<file path="src/rtl/btn_uart_tx.sv">
// btn_uart_tx: sends one UART frame (7/8 data bits, optional even/odd parity,
// one stop bit) of the switch value on each rising edge of the debounced button.
module btn_uart_tx #(
  parameter int BIT_TICKS = 10417
) (
  input  logic       clk_in,
  input  logic       reset,
  input  logic       db_btn,
  input  logic [7:0] data_sw,
  input  logic       eight,
  input  logic       pen,
  input  logic       ohel,
  output logic       tx,
  output logic       tx_busy,
  output logic       tx_done
);

  localparam int TW = (BIT_TICKS > 2) ? $clog2(BIT_TICKS) : 1;
  localparam logic [TW-1:0] TICK_LAST = TW'(BIT_TICKS - 1);

  typedef enum logic [2:0] {IDLE, START, DATA, PARITY, STOP} state_t;

  state_t        state, state_nx;
  logic [TW-1:0] tick, tick_nx;
  logic [2:0]    bit_idx, bit_idx_nx;
  logic [2:0]    bit_idx_inc;
  logic          prev;
  logic [7:0]    f_data, f_data_nx;
  logic          f_eight, f_eight_nx;
  logic          f_pen, f_pen_nx;
  logic          f_ohel, f_ohel_nx;
  logic          tx_nx, busy_nx, done_nx;
  logic          start, bit_end, last_bit, par_bit;

  assign start       = db_btn & ~prev & (state == IDLE);
  assign bit_end     = (tick == TICK_LAST);
  assign last_bit    = (bit_idx == (f_eight ? 3'd7 : 3'd6));
  assign bit_idx_inc = bit_idx + 3'd1;
  // Bit 7 is masked out of the parity in 7-bit mode; odd parity inverts it.
  assign par_bit     = (^(f_data & {f_eight, 7'h7f})) ^ f_ohel;

  // State, counters, frame register and registered outputs.
  always_ff @(posedge clk_in or posedge reset) begin
    if (reset) begin
      state   <= IDLE;
      tick    <= '0;
      bit_idx <= '0;
      prev    <= 1'b1;
      f_data  <= '0;
      f_eight <= 1'b0;
      f_pen   <= 1'b0;
      f_ohel  <= 1'b0;
      tx      <= 1'b1;
      tx_busy <= 1'b0;
      tx_done <= 1'b0;
    end else begin
      state   <= state_nx;
      tick    <= tick_nx;
      bit_idx <= bit_idx_nx;
      prev    <= db_btn;
      f_data  <= f_data_nx;
      f_eight <= f_eight_nx;
      f_pen   <= f_pen_nx;
      f_ohel  <= f_ohel_nx;
      tx      <= tx_nx;
      tx_busy <= busy_nx;
      tx_done <= done_nx;
    end
  end

  // Next-state logic; tx is computed one cycle ahead so the pin is registered.
  always_comb begin
    state_nx   = state;
    tick_nx    = (state == IDLE || bit_end) ? '0 : tick + 1'b1;
    bit_idx_nx = bit_idx;
    f_data_nx  = f_data;
    f_eight_nx = f_eight;
    f_pen_nx   = f_pen;
    f_ohel_nx  = f_ohel;
    tx_nx      = tx;
    busy_nx    = tx_busy;
    done_nx    = 1'b0;
    case (state)
      IDLE: begin
        tx_nx = 1'b1;
        if (start) begin
          f_data_nx  = data_sw;
          f_eight_nx = eight;
          f_pen_nx   = pen;
          f_ohel_nx  = ohel;
          state_nx   = START;
          tx_nx      = 1'b0;
          busy_nx    = 1'b1;
        end
      end
      START: begin
        if (bit_end) begin
          state_nx   = DATA;
          bit_idx_nx = '0;
          tx_nx      = f_data[0];
        end
      end
      DATA: begin
        if (bit_end) begin
          if (last_bit) begin
            if (f_pen) begin
              state_nx = PARITY;
              tx_nx    = par_bit;
            end else begin
              state_nx = STOP;
              tx_nx    = 1'b1;
            end
          end else begin
            bit_idx_nx = bit_idx_inc;
            tx_nx      = f_data[bit_idx_inc];
          end
        end
      end
      PARITY: begin
        if (bit_end) begin
          state_nx = STOP;
          tx_nx    = 1'b1;
        end
      end
      STOP: begin
        if (bit_end) begin
          state_nx = IDLE;
          tx_nx    = 1'b1;
          busy_nx  = 1'b0;
          done_nx  = 1'b1;
        end
      end
      default: begin
        state_nx = IDLE;
        tx_nx    = 1'b1;
        busy_nx  = 1'b0;
      end
    endcase
  end

endmodule

</file>
<file path="config.mk">
export PLATFORM = sky130hd
export DESIGN_NAME = btn_uart_tx
export DESIGN_NICKNAME = d
export VERILOG_FILES = /design/src/rtl/btn_uart_tx.sv
export SDC_FILE = /design/constraint.sdc
export NUM_CORES = 1
export LEC_CHECK = 0
export BUFFER_PORTS_ARGS = -buffer_cell sky130_fd_sc_hd__buf_2
export CORE_MARGIN = 3
export CORE_UTILIZATION = 52
export DETAILED_ROUTE_END_ITERATION = 16
export PLACE_DENSITY = 0.79
export SYNTH_ARGS = -nofsm -noshare
export SYNTH_HDL_FRONTEND = slang
export SYNTH_SLANG_ARGS = --single-unit
</file>
<file path="constraint.sdc">
create_clock -name clk_in -period 1.9 [get_ports clk_in]
set_input_delay 0 -clock clk_in [delete_from_list [all_inputs] [get_ports clk_in]]
set_output_delay 0 -clock clk_in [all_outputs]
set_load 0.02 [all_outputs]
</file>
Yosys cells after proc, flatten, opt, wreduce, memory -nomap -nowiden
Cells that the tools add are included.
Widths: inputs -> output; s select.
{"block": "op_classes", "n_addsub": 2, "n_lt_le_gt_ge": 1, "eq_ne": 14, "muxes": 27, "n_bitwise": 6, "n_reduce_logical": 11}
{"cell": "$mux 3", "n": 9}
{"cell": "$pmux 3 s5", "n": 1}
{"cell": "$add 14x1->14 const B", "n": 1}
{"cell": "$eq 14x14->1 const B", "n": 1}
{"cell": "$mux 14", "n": 1}
{"cell": "$ne 2x2->1 const B", "n": 7}
{"cell": "$mux 1", "n": 12}
{"cell": "$and 8x8->8", "n": 1}
{"cell": "$reduce_xor 8->1", "n": 1}
{"cell": "$eq 3x2->1 const B", "n": 2}
{"cell": "$pmux 3 s2", "n": 1}
{"cell": "$reduce_and 3->1", "n": 2}
{"cell": "$reduce_and 6->1", "n": 1}
{"cell": "$lt 3x4->1 const B", "n": 1}
{"cell": "$pmux 1 s4", "n": 1}
{"cell": "$reduce_and 4->1", "n": 1}
{"cell": "$add 3x1->3 const B", "n": 1}
{"cell": "$bmux 1 s3", "n": 1}
{"cell": "$eq 3x1->1 const B", "n": 1}
{"cell": "$eq 3x3->1", "n": 1}
{"cell": "$eq 3x3->1 const B", "n": 1}
{"cell": "$logic_not 3->1", "n": 1}
{"cell": "$pmux 1 s3", "n": 1}
{"cell": "$reduce_or 3->1", "n": 1}
{"cell": "other kinds (8)", "n": 10}
{"block": "totals", "register_bits": 35, "in_bits": 14, "word_cells": 72}

Logic depth before layout (Yosys ltp)
{"block": "depth", "word_depth": 7, "ltp_mapped": 8, "depth_no_buf": 7}

Worst setup path after synthesis
Ideal clock, no wire load.
{"block": "synth_timing", "path_type": "register -> register", "start": "register tick[10]", "end": "register bit_idx[2]", "setup_ns": 0.122, "arrival_time_ns": 1.898, "required_time_ns": 1.778, "setup_slack_ns": -0.120, "path_stages_with_launch": 6, "path_buffers": 0, "cell_sequence": "dfrtp_1 -> or4_4 -> or4_4 -> a211oi_4 -> o31ai_1 -> o2bb2ai_1"}
{"block": "synth_between", "elab_chain_cells": 3}
{"item": "start: declaration", "line_no": "24", "text": "logic [TW-1:0] tick, tick_nx;"}
{"item": "start signal: assignment", "line_no": "58", "text": "tick <= tick_nx;"}
{"item": "$eq 14x14->1 *", "line_no": "36", "text": "assign bit_end = (tick == TICK_LAST);"}
{"item": "$ne 2x2->1 (no line)"}
{"item": "$reduce_and 4->1 (no line) *"}
{"item": "end signal: assignment", "line_no": "59", "text": "bit_idx <= bit_idx_nx;"}
{"item": "end: declaration", "line_no": "25", "text": "logic [2:0] bit_idx, bit_idx_nx;"}
Mark *: on every way between the ends. The rest lies on a longest branch, timed or not.
A chain may end at the register's enable or synchronous reset.

Final worst setup path
{"block": "layout_timing", "start": "register tick[6]", "end": "register tx"}
{"block": "layout_between", "elab_chain_cells": 3}
{"item": "$eq 14x14->1 *", "line_no": "36"}
{"item": "$ne 2x2->1 (no line) or $ne 2x1->1 (tied branches)"}
{"item": "$reduce_and 3->1 (no line) *"}
{"item": "end signal: assignment", "line_no": "65", "text": "tx <= tx_nx;"}
{"item": "end: declaration", "line_no": "13", "text": "output logic tx,"}
Marks and branches as above.

==> impl_metrics.sql <==
INSERT INTO impl_metrics (metric_group, metric, value, unit) VALUES
('setup_path', 'critical-path-slowest-cell', 'sky130_fd_sc_hd__or4_4', ''),
('global_routing', 'first_global_vias', '1470', ''),
('yosys', 'synth.yosys.warnings', '0', ''),
('yosys', 'synth_top_family_by_area', 'simple AND/OR/NAND/NOR gates', ''),
('placement', 'hpwl', '2.63', 'mm'),
('layout', 'num-nets-final', '234', ''),
('setup_path', 'critical_path.endpoint_type', 'register', ''),
('setup_path', 'cp_common_cell', 'sky130_fd_sc_hd__buf_4', ''),
('yosys', 'synth_enable_flop_cells', '0', ''),
('layout', 'antenna-diode-count', '0', ''),
('yosys', 'post_synthesis_mux_area_share', '10.5', '%'),
('setup_path', 'worstPathCellList', 'or4_4, buf_4, buf_6, nor4_4, buf_4, mux2i_1, nor3_1, a21oi_1', ''),
('global_routing', 'grt_start_max_net_pins', '36', ''),
('die', 'chipHeight', '64.8', 'um'),
('yosys', 'synth_adder_area_share', '2.09', '%'),
('yosys', 'simple_gate_fraction_of_synth_area', '16.8', '%'),
('yosys', 'mappedNetlistNets', '182', ''),
('yosys', 'synth_async_sr_flop_share', '100', '%'),
('routing', 'number_of_drc_violations_after_detailed_routing_iteration_0', '118', ''),
('global_routing', 'grt_antenna_before_repair', '0', ''),
('global_routing', 'grt_first_pass_wirelength', '6.74', 'mm'),
('placement', 'io_buffers', '16', ''),
('power', 'power_density', '906', 'nW/um2'),
('setup_path', 'criticalPathCategory', 'register to register', ''),
('clock_network', 'cts.root.buffer_cell', 'sky130_fd_sc_hd__clkbuf_4', ''),
('die', 'pin_count', '17', ''),
('power', 'leakage', '1.08', 'nW'),
('clock_network', 'clk_pin_slew_worst_paths', '110', 'ps'),
('yosys', 'yosys_register_bits', '35', ''),
('timing', 'report.final.setup_viol', '22', ''),
('routing', 'number_of_remaining_drc_errors', '0', ''),
('placement', 'place.gp.congestion', '0.904', ''),
('yosys', 'postSynthAreaPerCell', '10.9', 'um2'),
('routing', 'drt-pass1-iter-count', '4', ''),
('clock_network', 'clkSinkCount', '35', ''),
('routing', 'post_drt_via_cell_ratio', '5.56', ''),
('setup_path', 'cpPeakStageDelay', '540', 'ps'),
('timing', 'layout_worst_path_cycle_share', '111', '%'),
('routing', 'vias', '1458', ''),
('die', 'dieWidth', '64.8', 'um'),
('global_routing', 'global_route.usage.total', '21.4', '%'),
('hold_path', 'worstHoldPathType', 'input port to asynchronous set/reset pin', ''),
('timing', 'skew', '6.87', 'ps'),
('die', 'floorplan.core_area', '3180', 'um2'),
('clock_network', 'tritoncts', 'yes', ''),
('yosys', 'synthFlopType', 'sky130_fd_sc_hd__dfrtp_1', ''),
('die', 'rows', '20', ''),
('job', 'number_of_max_cap_violations', '0', ''),
('layout', 'post_layout_nonfiller_instances', '262', ''),
('timing', 'period_minus_slack', '2110', 'ps'),
('setup_path', 'timing.critical_path.arrival', '2370', 'ps'),
('yosys', 'synthesis.area', '1800', 'um2'),
('timing', 'slew_violations', '0', ''),
('layout', 'area_growth', '31.1', '%'),
('clock_network', 'tritoncts.num_buffers', '5', ''),
('power', 'worst_ir_drop_vdd', '0.000652', 'V'),
('layout', 'final_area', '2360', 'um2'),
('timing', 'grt_setup_unrepaired', 'true', ''),
('yosys', 'yosys.cell_types.count', '38', ''),
('timing', 'worst_pin_slew', '448', 'ps'),
('timing', 'final_hold_slack', '299', 'ps'),
('timing', 'timing.slew.headroom', '70.1', '%'),
('layout', 'mostFrequentLayoutCell', 'sky130_fd_sc_hd__dfrtp_1', ''),
('die', 'start_util', '56.6', '%'),
('clock_network', 'htreeDepth', '2', ''),
('clock_network', 'cts_max_path_buffers', '2', ''),
('run_status', 'failed_checks', 'setup timing', ''),
('timing', 'setup_slack', '-205', 'ps'),
('routing', 'antenna_violating_nets_post_route', '0', ''),
('die', 'die_area', '4200', 'um2'),
('run_status', 'outcome', 'finished with violations', '');
==> through the flow <==
| step | setup WS, ps | utilization [%] | power, mW | setup TNS, ps |
|---|---|---|---|---|
| 3_5_place_dp | -75.1 | 64.3 | 1.51 | -181 |
| 3_3_place_gp | -46.8 | 64.3 | 1.47 | -83.1 |
| 4_1_cts | -62.4 | 71.5 | 2.10 | -155 |
| 2_1_floorplan | -99.6 | - | 1.32 | -819 |
| 5_1_grt | -286 | 74.2 | 2.26 | -3790 |
| 6_report | -205 | 74.2 | 2.14 | -2090 |
==> power by group <==
group	leakage, nW	switching (mW)	internal, mW	total (mW)
combinational	0.592	0.262	0.334	0.596
clock	0.0482	0.262	0.311	0.573
sequential	0.443	0.103	0.865	0.968
==> synthesized netlist by cell type (2+ instances only) <==
cell type / n / area (um2)
sky130_fd_sc_hd__nand4_1: 2 / 12.5
sky130_fd_sc_hd__a21oi_1: 4 / 20.0
sky130_fd_sc_hd__mux2_2: 11 / 124
sky130_fd_sc_hd__dfstp_2: 2 / 52.6
sky130_fd_sc_hd__buf_2: 2 / 10.0
sky130_fd_sc_hd__clkbuf_1: 4 / 15.0
sky130_fd_sc_hd__nor2b_1: 2 / 12.5
sky130_fd_sc_hd__or4_4: 2 / 22.5
sky130_fd_sc_hd__nor2_1: 22 / 82.6
sky130_fd_sc_hd__xnor2_1: 9 / 78.8
sky130_fd_sc_hd__a311o_1: 3 / 30.0
sky130_fd_sc_hd__nor3_1: 3 / 15.0
sky130_fd_sc_hd__and3_1: 3 / 18.8
sky130_fd_sc_hd__mux2i_1: 2 / 20.0
sky130_fd_sc_hd__ha_1: 3 / 37.5
sky130_fd_sc_hd__dfrtp_1: 33 / 826
sky130_fd_sc_hd__o22ai_1: 2 / 12.5
sky130_fd_sc_hd__nand2_1: 11 / 41.3
sky130_fd_sc_hd__xor2_1: 11 / 96.3
sky130_fd_sc_hd__mux4_2: 2 / 45.0
sky130_fd_sc_hd__nand2b_1: 2 / 12.5
sky130_fd_sc_hd__nand3_1: 7 / 35.0
sky130_fd_sc_hd__inv_1: 8 / 30.0
==> critical path, delay by kind of cell (launching register included) <==
kind | cells | cell delay [ps]
AOI/OAI and AO/OA | 1 | 110
muxes | 1 | 70
DFF | 1 | 400
buffers and inverters | 3 | 450
and+or+nand+nor | 3 | 980
==> final timing paths <==
| kind | from | endpoint | slack [ps] | cells past startpoint |
|---|---|---|---|---|
| min in group clk_in | db_btn | prev | 320 | 2 |
| max in group asynchronous | reset | tx | 1250 | 4 |
| hold / removal | reset | f_data[7] | 300 | 4 |
| setup / recovery | tick[6] | tx | -210 | 8 |
| hold reg to reg | f_ohel | f_ohel | 550 | 1 |
| setup reg to reg | tick[6] | tx | -210 | 8 |
==> repair_timing <==
action	CTS	global route
resized for setup	1	15
hold buffers	13	0
setup buffers	1	2
hold endpoints to repair	45	0
setup endpoints to repair	5	22
pin swaps	2	3
cloned	0	1
==> flip-flops by register name, summed over array words and instances (netlist names) <==
register	cells
tick	14
bit_idx	3
state	3
f_ohel	1
f_eight	1
f_pen	1
tx	1
tx_done	1
f_data	8
prev	1
tx_busy	1
==> per-layer routing <==
metal	up-vias	part of all wire [%]	track usage [%]
met1	717	39	24.1
met2	49	53	37.3
met5	-	0	0
met4	0	4.3	13.2
li1	671	-	-
met3	21	4.3	3.81
==> cell type report <==
cell class / instances / area [um2]
Clock buffer: 6 / 51.3
Clock inverter: 2 / 35.0
Fill cell: 223 / 820
Inverter: 8 / 30.0
Multi-Input combinational cell: 116 / 918
Sequential cell: 35 / 878
Tap cell: 44 / 55.1
Timing Repair Buffer: 51 / 390
==> cells by family (layout without fill, tap and decap cells) <==
| family | after synthesis | in the layout |
|---|---|---|
| xor gates and xnor gates | 21 | 21 |
| buffers and inverters | 14 | 67 |
| AOI/OAI and AO/OA | 17 | 17 |
| adders and majority gates | 3 | 3 |
| muxes | 15 | 15 |
| DFF | 35 | 35 |
| and+or+nand+nor | 60 | 60 |
(Power assumes the default switching activity.)
